--- config.mk ---
export PLATFORM = sky130hd
export DESIGN_NAME = pipe_hazard_ctrl
export DESIGN_NICKNAME = d
export VERILOG_FILES = /design/src/rtl/pipe_hazard_ctrl.sv
export SDC_FILE = /design/constraint.sdc
export NUM_CORES = 1
export LEC_CHECK = 0
export ABC_AREA = 1
export ABC_CLOCK_PERIOD_IN_PS = 5500
export CORE_MARGIN = 1.5
export CORE_UTILIZATION = 50
export CTS_BUF_LIST = sky130_fd_sc_hd__clkbuf_16
export DETAILED_ROUTE_END_ITERATION = 16
export HOLD_SLACK_MARGIN = 0.1
export PLACE_DENSITY = 0.85
export SYNTH_ARGS = -nofsm -noshare
export SYNTH_HDL_FRONTEND = slang
export SYNTH_SLANG_ARGS = --single-unit
export TNS_END_PERCENT = 30
--- constraint.sdc ---
create_clock -name clk -period 5.5 [get_ports clk]
set_input_delay 1.65 -clock clk [delete_from_list [all_inputs] [get_ports clk]]
set_output_delay 1.65 -clock clk [all_outputs]
set_load 0.03 [all_outputs]
--- src/rtl/pipe_hazard_ctrl.sv ---
// Hazard/stall controller for a 5-stage pipeline: load-use and branch-flush control,
// multi-cycle MDU sequencing with selective stalling, and a saturating stall-cycle counter.
module pipe_hazard_ctrl #(
    parameter int REG_W   = 5,
    parameter int MDU_LAT = 32,
    parameter int CNT_W   = 6,
    parameter int PERF_W  = 16
) (
    input  logic              clk,
    input  logic              rst,
    input  logic [REG_W-1:0]  id_rs,
    input  logic [REG_W-1:0]  id_rt,
    input  logic              ex_memread,
    input  logic [REG_W-1:0]  ex_rt,
    input  logic              ex_branch_taken,
    input  logic              id_mdu_start,
    input  logic              id_mfhilo,
    output logic              pc_write,
    output logic              ifid_write,
    output logic              ifid_flush,
    output logic              ctrl_sel,
    output logic              mdu_busy,
    output logic              mdu_done,
    output logic [PERF_W-1:0] stall_cnt
);

    typedef enum logic [1:0] {
        ST_IDLE = 2'd0,
        ST_RUN  = 2'd1,
        ST_DONE = 2'd2
    } st_t;

    localparam logic [CNT_W-1:0] CNT_LOAD = CNT_W'(MDU_LAT - 1);

    st_t               st_q, st_d;
    logic [CNT_W-1:0]  cnt_q, cnt_d;
    logic [PERF_W-1:0] stall_cnt_q, stall_cnt_d;

    logic lu_s;
    logic mstl_s;
    logic issue_s;

    // Hazard terms: a load writing $0 never creates a dependency.
    assign lu_s    = ex_memread && (ex_rt != {REG_W{1'b0}}) &&
                     ((ex_rt == id_rs) || (ex_rt == id_rt));
    assign mstl_s  = (st_q == ST_RUN) && (id_mdu_start || id_mfhilo);
    assign issue_s = id_mdu_start && !ex_branch_taken && !lu_s && (st_q != ST_RUN);

    // State register: FSM, MDU countdown and stall counter.
    always_ff @(posedge clk) begin
        if (rst) begin
            st_q        <= ST_IDLE;
            cnt_q       <= {CNT_W{1'b0}};
            stall_cnt_q <= {PERF_W{1'b0}};
        end else begin
            st_q        <= st_d;
            cnt_q       <= cnt_d;
            stall_cnt_q <= stall_cnt_d;
        end
    end

    // Next-state logic for the MDU sequencer.
    always_comb begin
        st_d  = st_q;
        cnt_d = cnt_q;
        case (st_q)
            ST_IDLE: begin
                if (issue_s) begin
                    st_d  = ST_RUN;
                    cnt_d = CNT_LOAD;
                end else begin
                    st_d  = ST_IDLE;
                end
            end
            ST_RUN: begin
                // A taken branch does not abort the MDU; it keeps counting.
                if (cnt_q == {CNT_W{1'b0}}) begin
                    st_d = ST_DONE;
                end else begin
                    cnt_d = cnt_q - CNT_W'(1);
                end
            end
            ST_DONE: begin
                if (issue_s) begin
                    st_d  = ST_RUN;
                    cnt_d = CNT_LOAD;
                end else begin
                    st_d  = ST_IDLE;
                end
            end
            default: begin
                st_d  = ST_IDLE;
                cnt_d = {CNT_W{1'b0}};
            end
        endcase
    end

    // Pipeline control outputs: branch flush outranks both stall sources.
    always_comb begin
        pc_write   = 1'b1;
        ifid_write = 1'b1;
        ctrl_sel   = 1'b1;
        ifid_flush = 1'b0;
        if (rst) begin
            pc_write   = 1'b1;
            ifid_write = 1'b1;
            ctrl_sel   = 1'b1;
            ifid_flush = 1'b0;
        end else if (ex_branch_taken) begin
            pc_write   = 1'b1;
            ifid_write = 1'b1;
            ctrl_sel   = 1'b0;
            ifid_flush = 1'b1;
        end else if (lu_s || mstl_s) begin
            pc_write   = 1'b0;
            ifid_write = 1'b0;
            ctrl_sel   = 1'b0;
            ifid_flush = 1'b0;
        end else begin
            pc_write   = 1'b1;
            ifid_write = 1'b1;
            ctrl_sel   = 1'b1;
            ifid_flush = 1'b0;
        end
        mdu_busy = !rst && (st_q == ST_RUN);
        mdu_done = !rst && (st_q == ST_DONE);
    end

    // Stall counter saturates at all-ones.
    always_comb begin
        if (!pc_write && (stall_cnt_q != {PERF_W{1'b1}})) begin
            stall_cnt_d = stall_cnt_q + PERF_W'(1);
        end else begin
            stall_cnt_d = stall_cnt_q;
        end
    end

    assign stall_cnt = stall_cnt_q;

endmodule

==> results of run 1 <==
## worst reg2reg max path: stages, from the launching register on
cell     delay (ns)
dfxtp_1        0.38
ha_1           0.20
nand2_1        0.11
nor2_1         0.16
nand4_1        0.13
nor2_1         0.27
nor2_1         0.13
inv_1          0.09
nor2_1         0.06
nand2_1        0.06
nand2_1        0.04
nand2_1        0.05
nor2_1         0.03
## routing by layer
| metal | global-route usage | vias to the layer above | share of wire |
|---|---|---|---|
| li1 | - | 944 | - |
| met1 | 0.278 | 780 | 0.46 |
| met2 | 0.385 | 55 | 0.46 |
| met3 | 0.0368 | 7 | 0.059 |
| met4 | 0.0984 | 0 | 0.020 |
| met5 | 0 | - | 0 |
## cell usage in the layout (no fill, tap or decap)
master            n
o21bai_1          8
nor4_1            1
clkdlybuf4s50_1  42
nand2_2           1
nor2_1           58
a21oi_4           1
buf_4             2
ha_1              3
nand4_2           1
clkbuf_16         3
or2_2             1
and3_1            2
inv_1            45
clkinv_1          2
dfxtp_1          24
o21ai_2           1
a21oi_1           3
xor2_1            1
nand4_1           8
nand3_1          14
nand2_1          78
o21ai_0           8
o31ai_1           2
nor3_1            3
xnor2_1           3
inv_2             2
nor3_2            1
o211ai_1          2
## final timing paths
check	start	to	slack [ns]
setup / recovery	ex_rt[1]	ctrl_sel	0.25
hold / removal	cnt_q[0]	cnt_q[0]	0.52
setup reg to reg	stall_cnt[0]	stall_cnt[9]	3.68
hold reg to reg	cnt_q[0]	cnt_q[0]	0.52
## through the flow
step           setup WS, ns  instances  cell area [µm²]  hold slack [ns]
6_report              0.247        364             2170            0.516
2_1_floorplan         0.960        276             1630            0.459
4_1_cts               0.239        364             2170            0.517
5_1_grt              0.0765        364             2170            0.533
3_5_place_dp          0.243        360             2090            0.482
3_3_place_gp          0.292        360             2090            0.482
## area by class of cell
cell class / instances / area (µm²) / area share
Multi-Input combinational cell: 200 / 942 / 0.434
Sequential cell: 24 / 480 / 0.221
Timing Repair Buffer: 44 / 435 / 0.200
Inverter: 48 / 180 / 0.0829
Clock buffer: 3 / 75.1 / 0.0346
Tap cell: 44 / 55.1 / 0.0253
Clock inverter: 1 / 3.75 / 0.00173
## cell usage after synthesis, drive strengths merged
library cell / number
nand2: 79
nor2: 58
inv: 47
dfxtp: 24
nand3: 14
nand4: 9
o21ai: 9
o21bai: 8
a21oi: 4
nor3: 4
ha: 3
xnor2: 3
and3: 2
buf: 2
clkbuf: 2
o211ai: 2
o31ai: 2
clkinv: 1
nor4: 1
or2: 1
xor2: 1
## cell families after synthesis
logic type               Yosys count  synth area share
flip-flops                        24             0.295
XOR/XNOR                           4            0.0215
AO/OA/AOI/OAI                     25             0.104
AND/OR/NAND/NOR                  168             0.429
adder cells (fa/ha/maj)            3            0.0230
buffers and inverters             52             0.127
## registers in the layout, indices dropped and copies added (netlist names)
register,flops
st_q,2
stall_cnt,16
cnt_q,6
## power breakdown
group          internal, mW  leakage [nW]  switching, mW
registers             0.182         0.195        0.00882
logic                0.0431         0.751         0.0536
clock network        0.0973        0.0385         0.0622
total                 0.322         0.985          0.125
==> run metrics, run 1 <==
outcome=finished clean; worst skew pair latency=0.26 ns; largest net degree at the start of global routing=22; Post-CTS Setup Bufs=0; post-CTS sizing=0; DIE HEIGHT=60.1 µm; Die Wd=60.1 µm; # diodes=0; Lkg Pwr=0.985 nW; Worst path top cell family by delay=buffers and inverters; skew final=0.00151 ns; Fill cells=268; crit path DAT=3.60 ns; Synth top area share=0.295; routed wire length=3850 µm; Crit path largest cell delay=0.69 ns; WP buf/inv=4; WL/cell=10.6 µm; r2r worst-path depth=12; Final Wtd Congestion=0.822; CTS sink cnt=24; clk buf depth=2; CP Class=primary input to primary output; CP endpoint kind=primary output; total chip power=0.447 mW; CP Max Fanout=4; Mean Syn Cell Area=5.90 µm²; Nets=345; Worst setup SP type=primary input; core outline area=3080 µm²; Peak VDD IR=0.000165 V; clock-pin slew on the worst setup and hold paths=0.06 ns; drc violations=0; IO Count=43; antenna viol nets, final=0; Finish-stage setup viols=0; Ys Warns=0; library cells used by synthesis=28; synth top area cells=dfxtp_1, nand2_1, nor2_1; Post-Syn Instances=276; Power Density=206 nW/µm²; die area=3610 µm²; CP max stage cell=clkdlybuf4s50_1; hold buffer count at cts=0; area growth from synthesis to layout=33.3%; MaxCap Viol Count=0; root buffer cell=clkbuf_16; drt first pass iters=4; total gr overflow=0; DR vias/cell=4.91; HPWL after detailed placement=2880 µm; Slew headroom=0.729; min Tclk post-route=5.25 ns; antenna violations before repair=0; setup TNS=0 ns; Final Hold Fails=0; total CTS buffers=3; H-tree Lvls=1; DR vias=1,786; Slew Viols, Final=0; Levels on crit path=9; Initial Util=0.529; mapped cell area=1630 µm²; fin crit share=0.955; worst slew pin tran=0.403 ns; initial DRC count=82; FP Rows=20; vias in the first global route=1,560; register area share after synthesis=0.295; fmax=190 MHz; fin util=0.706; IO Port Bufs=42; gr usage total=0.226; Hold WC Path Type=flop to flop; CP Data Required Time=3.85 ns; CTS tree=done; CP Cell Sequence=clkdlybuf4s50_1, inv_1, nand4_1, o21ai_0, inv_1, nand2_2, nand2_1, o21ai_0, clkdlybuf4s50_1; RSZ-0062 raised after global routing=false; syn_nets=300; Synth area leader=dfxtp_1; share of cells above drive strength 1=0.0406; first-pass GRT wire length=6200 µm; Synth Register Bits=24; Hold Path Cell Cnt=2
No activity file was read; power rests on OpenSTA's default activity.
==> run 2: changes to the inputs <==
Settings changed: PLACE_DENSITY 0.85 to 0.84.
==> run 2 against run 1 <==
Compared with the run above: worst hold slack lost 0.024 ns; critical path depth stayed put; via count decreased by 0.62%; clock skew up 0.0022 ns; critical path type unchanged.
==> run metrics, run 2 (same netlist as run 1, synthesis figures left out) <==
antenna violations before repair=0; Worst setup SP type=primary input; CP endpoint kind=primary output; Nets=345; crit path DAT=3.61 ns; Post-Place Worst Slack=0.222 ns; worst skew pair latency=0.26 ns; Initial Util=0.529; MaxCap Viol Count=0; area growth from synthesis to layout=33.3%; post-CTS sizing=0; outcome=finished clean; Lkg Pwr=0.985 nW; setup TNS=0 ns; placed insts=360; worst slew pin tran=0.334 ns; Die Wd=60.1 µm; share of cells above drive strength 1=0.0406; IO Count=43; non-filler cells, final=364; RSZ-0062 raised after global routing=false; CTS tree=done; CTS sink cnt=24; total CTS buffers=3; H-tree Lvls=1; DR vias/cell=4.88; Slew headroom=0.777; fin crit share=0.957; gr usage total=0.224; vias in the first global route=1,526; Worst path top cell family by delay=buffers and inverters; Post-CTS Setup Bufs=0; drc violations=0; first-pass GRT wire length=6270 µm; IO Port Bufs=42; Final Hold Fails=0; DIE HEIGHT=60.1 µm; drt first pass iters=4; hold_ws=0.492 ns; largest net degree at the start of global routing=22; total gr overflow=0; Finish-stage setup viols=0; HPWL after detailed placement=2860 µm; Final Wtd Congestion=0.825; hold buffer count at cts=0; CP Max Fanout=4; commonest non-fill, non-tap cell in the layout=nand2_1; die area=3610 µm²; Power Density=203 nW/µm²; routed wire length=3720 µm; Slew Viols, Final=0; CP Class=primary input to primary output; WP buf/inv=4; leading cell types in the layout, fill and taps excluded=nand2_1, nor2_1, inv_1, clkdlybuf4s50_1, dfxtp_1; CP Cell Sequence=clkdlybuf4s50_1, inv_1, nand4_1, o21ai_0, inv_1, nand2_2, nand2_1, o21ai_0, clkdlybuf4s50_1; clk buf depth=2; root buffer cell=clkbuf_16; WL/cell=10.2 µm; max FFs per register=16; initial DRC count=47; antenna viol nets, final=0; DR vias=1,775; worst setup margin=0.239 ns; fmax=190 MHz; skew final=0.00371 ns; core outline area=3080 µm²; Crit path largest cell delay=0.69 ns; CP max stage cell=clkdlybuf4s50_1; min Tclk post-route=5.26 ns; clock-pin slew on the worst setup and hold paths=0.06 ns; CP Data Required Time=3.85 ns; FP Rows=20; Hold WC Path Type=flop to flop; # diodes=0; Peak VDD IR=0.000215 V
## run 2: cell type report
type / count / area, µm²
multi-input combinational: 200 / 942
inverter: 48 / 180
clock inverter: 1 / 3.75
sequential: 24 / 480
timing repair buffer: 44 / 435
tap: 44 / 55.1
fill: 280 / 906
clock buffer: 3 / 75.1
## run 2: metal layers
layer	up-vias	global-route usage	share of wire
met5	-	0	0
met4	0	0.0508	0.0089
met3	4	0.0368	0.040
met2	36	0.394	0.49
met1	787	0.285	0.46
li1	948	-	-
## run 2: stage by stage
step	area (µm²)	power [mW]	utilization
after floorplan	1630	0.254	-
after detailed placement	2090	0.288	0.680
after global routing	2170	0.463	0.706
after CTS	2170	0.444	0.706
after global placement	2090	0.287	0.680
final	2170	0.440	0.706
## run 2: worst paths after layout
path / from / end / slack, ns / cells after the start
setup / recovery: ex_rt[1] / ctrl_sel / 0.24 / 9
hold / removal: cnt_q[1] / cnt_q[1] / 0.49 / 2
setup reg to reg: stall_cnt[0] / stall_cnt[9] / 3.64 / 12
hold reg to reg: cnt_q[1] / cnt_q[1] / 0.49 / 2
## run 2: tightest hold or removal path: stages (launching register included)
cell and delay, ns:
dfxtp_1 0.34, o21bai_1 0.08, inv_1 0.05
## run 2: report_power, final
part | leakage, nW | switching (mW) | total, mW | internal [mW]
combinational | 0.751 | 0.0515 | 0.0944 | 0.0430
clock | 0.0385 | 0.0586 | 0.156 | 0.0971
sequential | 0.195 | 0.00861 | 0.190 | 0.182
==> run 3: changes to the inputs <==
Settings changed: CORE_ASPECT_RATIO set to 0.75.
==> run 3 against run 2 <==
Compared with the run above: cell area grew 1.2%; power increased by 12%; flip-flop and latch count unchanged; highest routed layer unchanged; largest power group is now clock; routed wire length is 3.0% higher; die area rose by 0.10%; register-to-register slack about the same; maximum frequency is 0.26% higher; critical path depth up 2; critical path type unchanged; worst setup slack better by 0.014 ns; sequential power about the same; worst hold slack improved by 0.010 ns.
==> run metrics, run 3 (same netlist as run 1, synthesis figures left out) <==
total gr overflow=0; Nets=346; drc violations=0; CTS tree=done; core outline area=3020 µm²; Pint=0.370 mW; initial DRC count=91; Power Density=225 nW/µm²; fmax=191 MHz; Initial Util=0.539; clk buf depth=2; antenna viol nets, final=0; worst setup path startpoint=ex_rt[0]; HPWL after detailed placement=2990 µm; CP endpoint kind=primary output; sequential share of power=0.384; DIE HEIGHT=52.4 µm; hold buffer count at cts=0; Post-CTS Setup Bufs=0; IO Port Bufs=42; CP Max Fanout=5; Slew headroom=0.723; min Tclk post-route=5.25 ns; routed wire length=3830 µm; Die Wd=68.9 µm; placed insts=355; setup slack, reg-to-reg=3.63 ns; FF-to-FF End=stall_cnt[9]; CP endpoint=pc_write; RSZ-0062 raised after global routing=false; WL/cell=10.7 µm; share of cells above drive strength 1=0.0467; die area=3610 µm²; DR vias/cell=4.82; Final Hold Fails=0; MaxCap Viol Count=0; non-filler cells, final=359; root buffer cell=clkbuf_16; hold_ws=0.503 ns; Finish-stage setup viols=0; design area=2200 µm²; clock share of power=0.422; CP Class=primary input to primary output; Peak VDD IR=0.000219 V; fin crit share=0.954; Critical R2R Launch=stall_cnt[0]; H-tree Lvls=1; worst slew pin tran=0.412 ns; Hold WC Path Type=flop to flop; DR vias=1,730; Comb power frac=0.194; vias in the first global route=1,478; drt first pass iters=4; fin util=0.728; total CTS buffers=3; outcome=finished clean; first-pass GRT wire length=6200 µm; CP Data Required Time=3.85 ns; commonest non-fill, non-tap cell in the layout=nand2_1; post-CTS sizing=0; max FFs per register=16; largest net degree at the start of global routing=22; Lkg Pwr=1.00 nW; setup TNS=0 ns; placed inst area=2090 µm²; Switch Pwr=0.125 mW; crit path DAT=3.60 ns; FP Rows=17; Final Wtd Congestion=0.859; clock-pin slew on the worst setup and hold paths=0.06 ns; worst skew pair latency=0.26 ns; IO Count=43; r2r worst-path depth=12; skew final=0.00457 ns; CTS sink cnt=24; antenna violations before repair=0; leading cell types in the layout, fill and taps excluded=nand2_1, nor2_1, inv_1, clkdlybuf4s50_1, dfxtp_1; Sw Ratio=0.253; # diodes=0; Slew Viols, Final=0; area growth from synthesis to layout=34.9%; gr usage total=0.230; Worst setup SP type=primary input
-- run 3: cell count changes in the layout (fill, tap and decap cells not counted) --
cell,delta
bufinv_16,+1
buf_4,+1
clkinv_1,-1
-- run 3: critical path, cell delays in order --
cell and delay [ns]:
clkdlybuf4s50_1 0.53, inv_2 0.05, nand2_1 0.05, nand2_1 0.05
nor2_1 0.11, nand3_1 0.07, nand2_1 0.08, nand2_2 0.08
a21oi_4 0.20, nand2_1 0.12, clkdlybuf4s50_1 0.61
-- run 3: worst min path at each step --
stage	from	to	slack [ns]	cells after the start
2_1_floorplan	cnt_q[0]	cnt_q[0]	0.46	2
3_5_place_dp	cnt_q[1]	cnt_q[1]	0.48	2
3_3_place_gp	cnt_q[0]	cnt_q[0]	0.48	2
6_report	cnt_q[1]	cnt_q[1]	0.50	2
4_1_cts	cnt_q[1]	cnt_q[1]	0.50	2
5_1_grt	cnt_q[1]	cnt_q[1]	0.52	2
-- run 3: area by class of cell --
cell class / count / area [µm²]
clock buffers: 3 / 75.1
clock inverters: 1 / 30.0
well taps: 38 / 47.5
multi-input cells: 200 / 942
fillers: 282 / 822
repair buffers: 45 / 443
inverters: 48 / 180
flip-flops and latches: 24 / 480
-- run 3: layer usage --
layer	routed length, µm	part of all wire	GRT usage	up-vias
met4	45	0.012	0.0915	0
met5	0	0	0	-
met2	1610	0.42	0.341	48
li1	-	-	-	947
met1	1940	0.51	0.318	731
met3	239	0.062	0.0559	4
-- run 3: power groups by stage --
stage | registers [mW] | logic (mW) | clock network, mW
floorplan | 0.194 | 0.0597 | 0
global placement | 0.194 | 0.0940 | 0
detailed placement | 0.194 | 0.0959 | 0
CTS | 0.190 | 0.0963 | 0.213
global route | 0.191 | 0.108 | 0.218
finish | 0.190 | 0.0960 | 0.209
-- run 3: through the flow --
step | power, mW | setup WS, ns
after floorplan | 0.254 | 0.960
after global placement | 0.288 | 0.269
after detailed placement | 0.290 | 0.251
after CTS | 0.500 | 0.241
after global routing | 0.517 | 0.107
final | 0.495 | 0.253
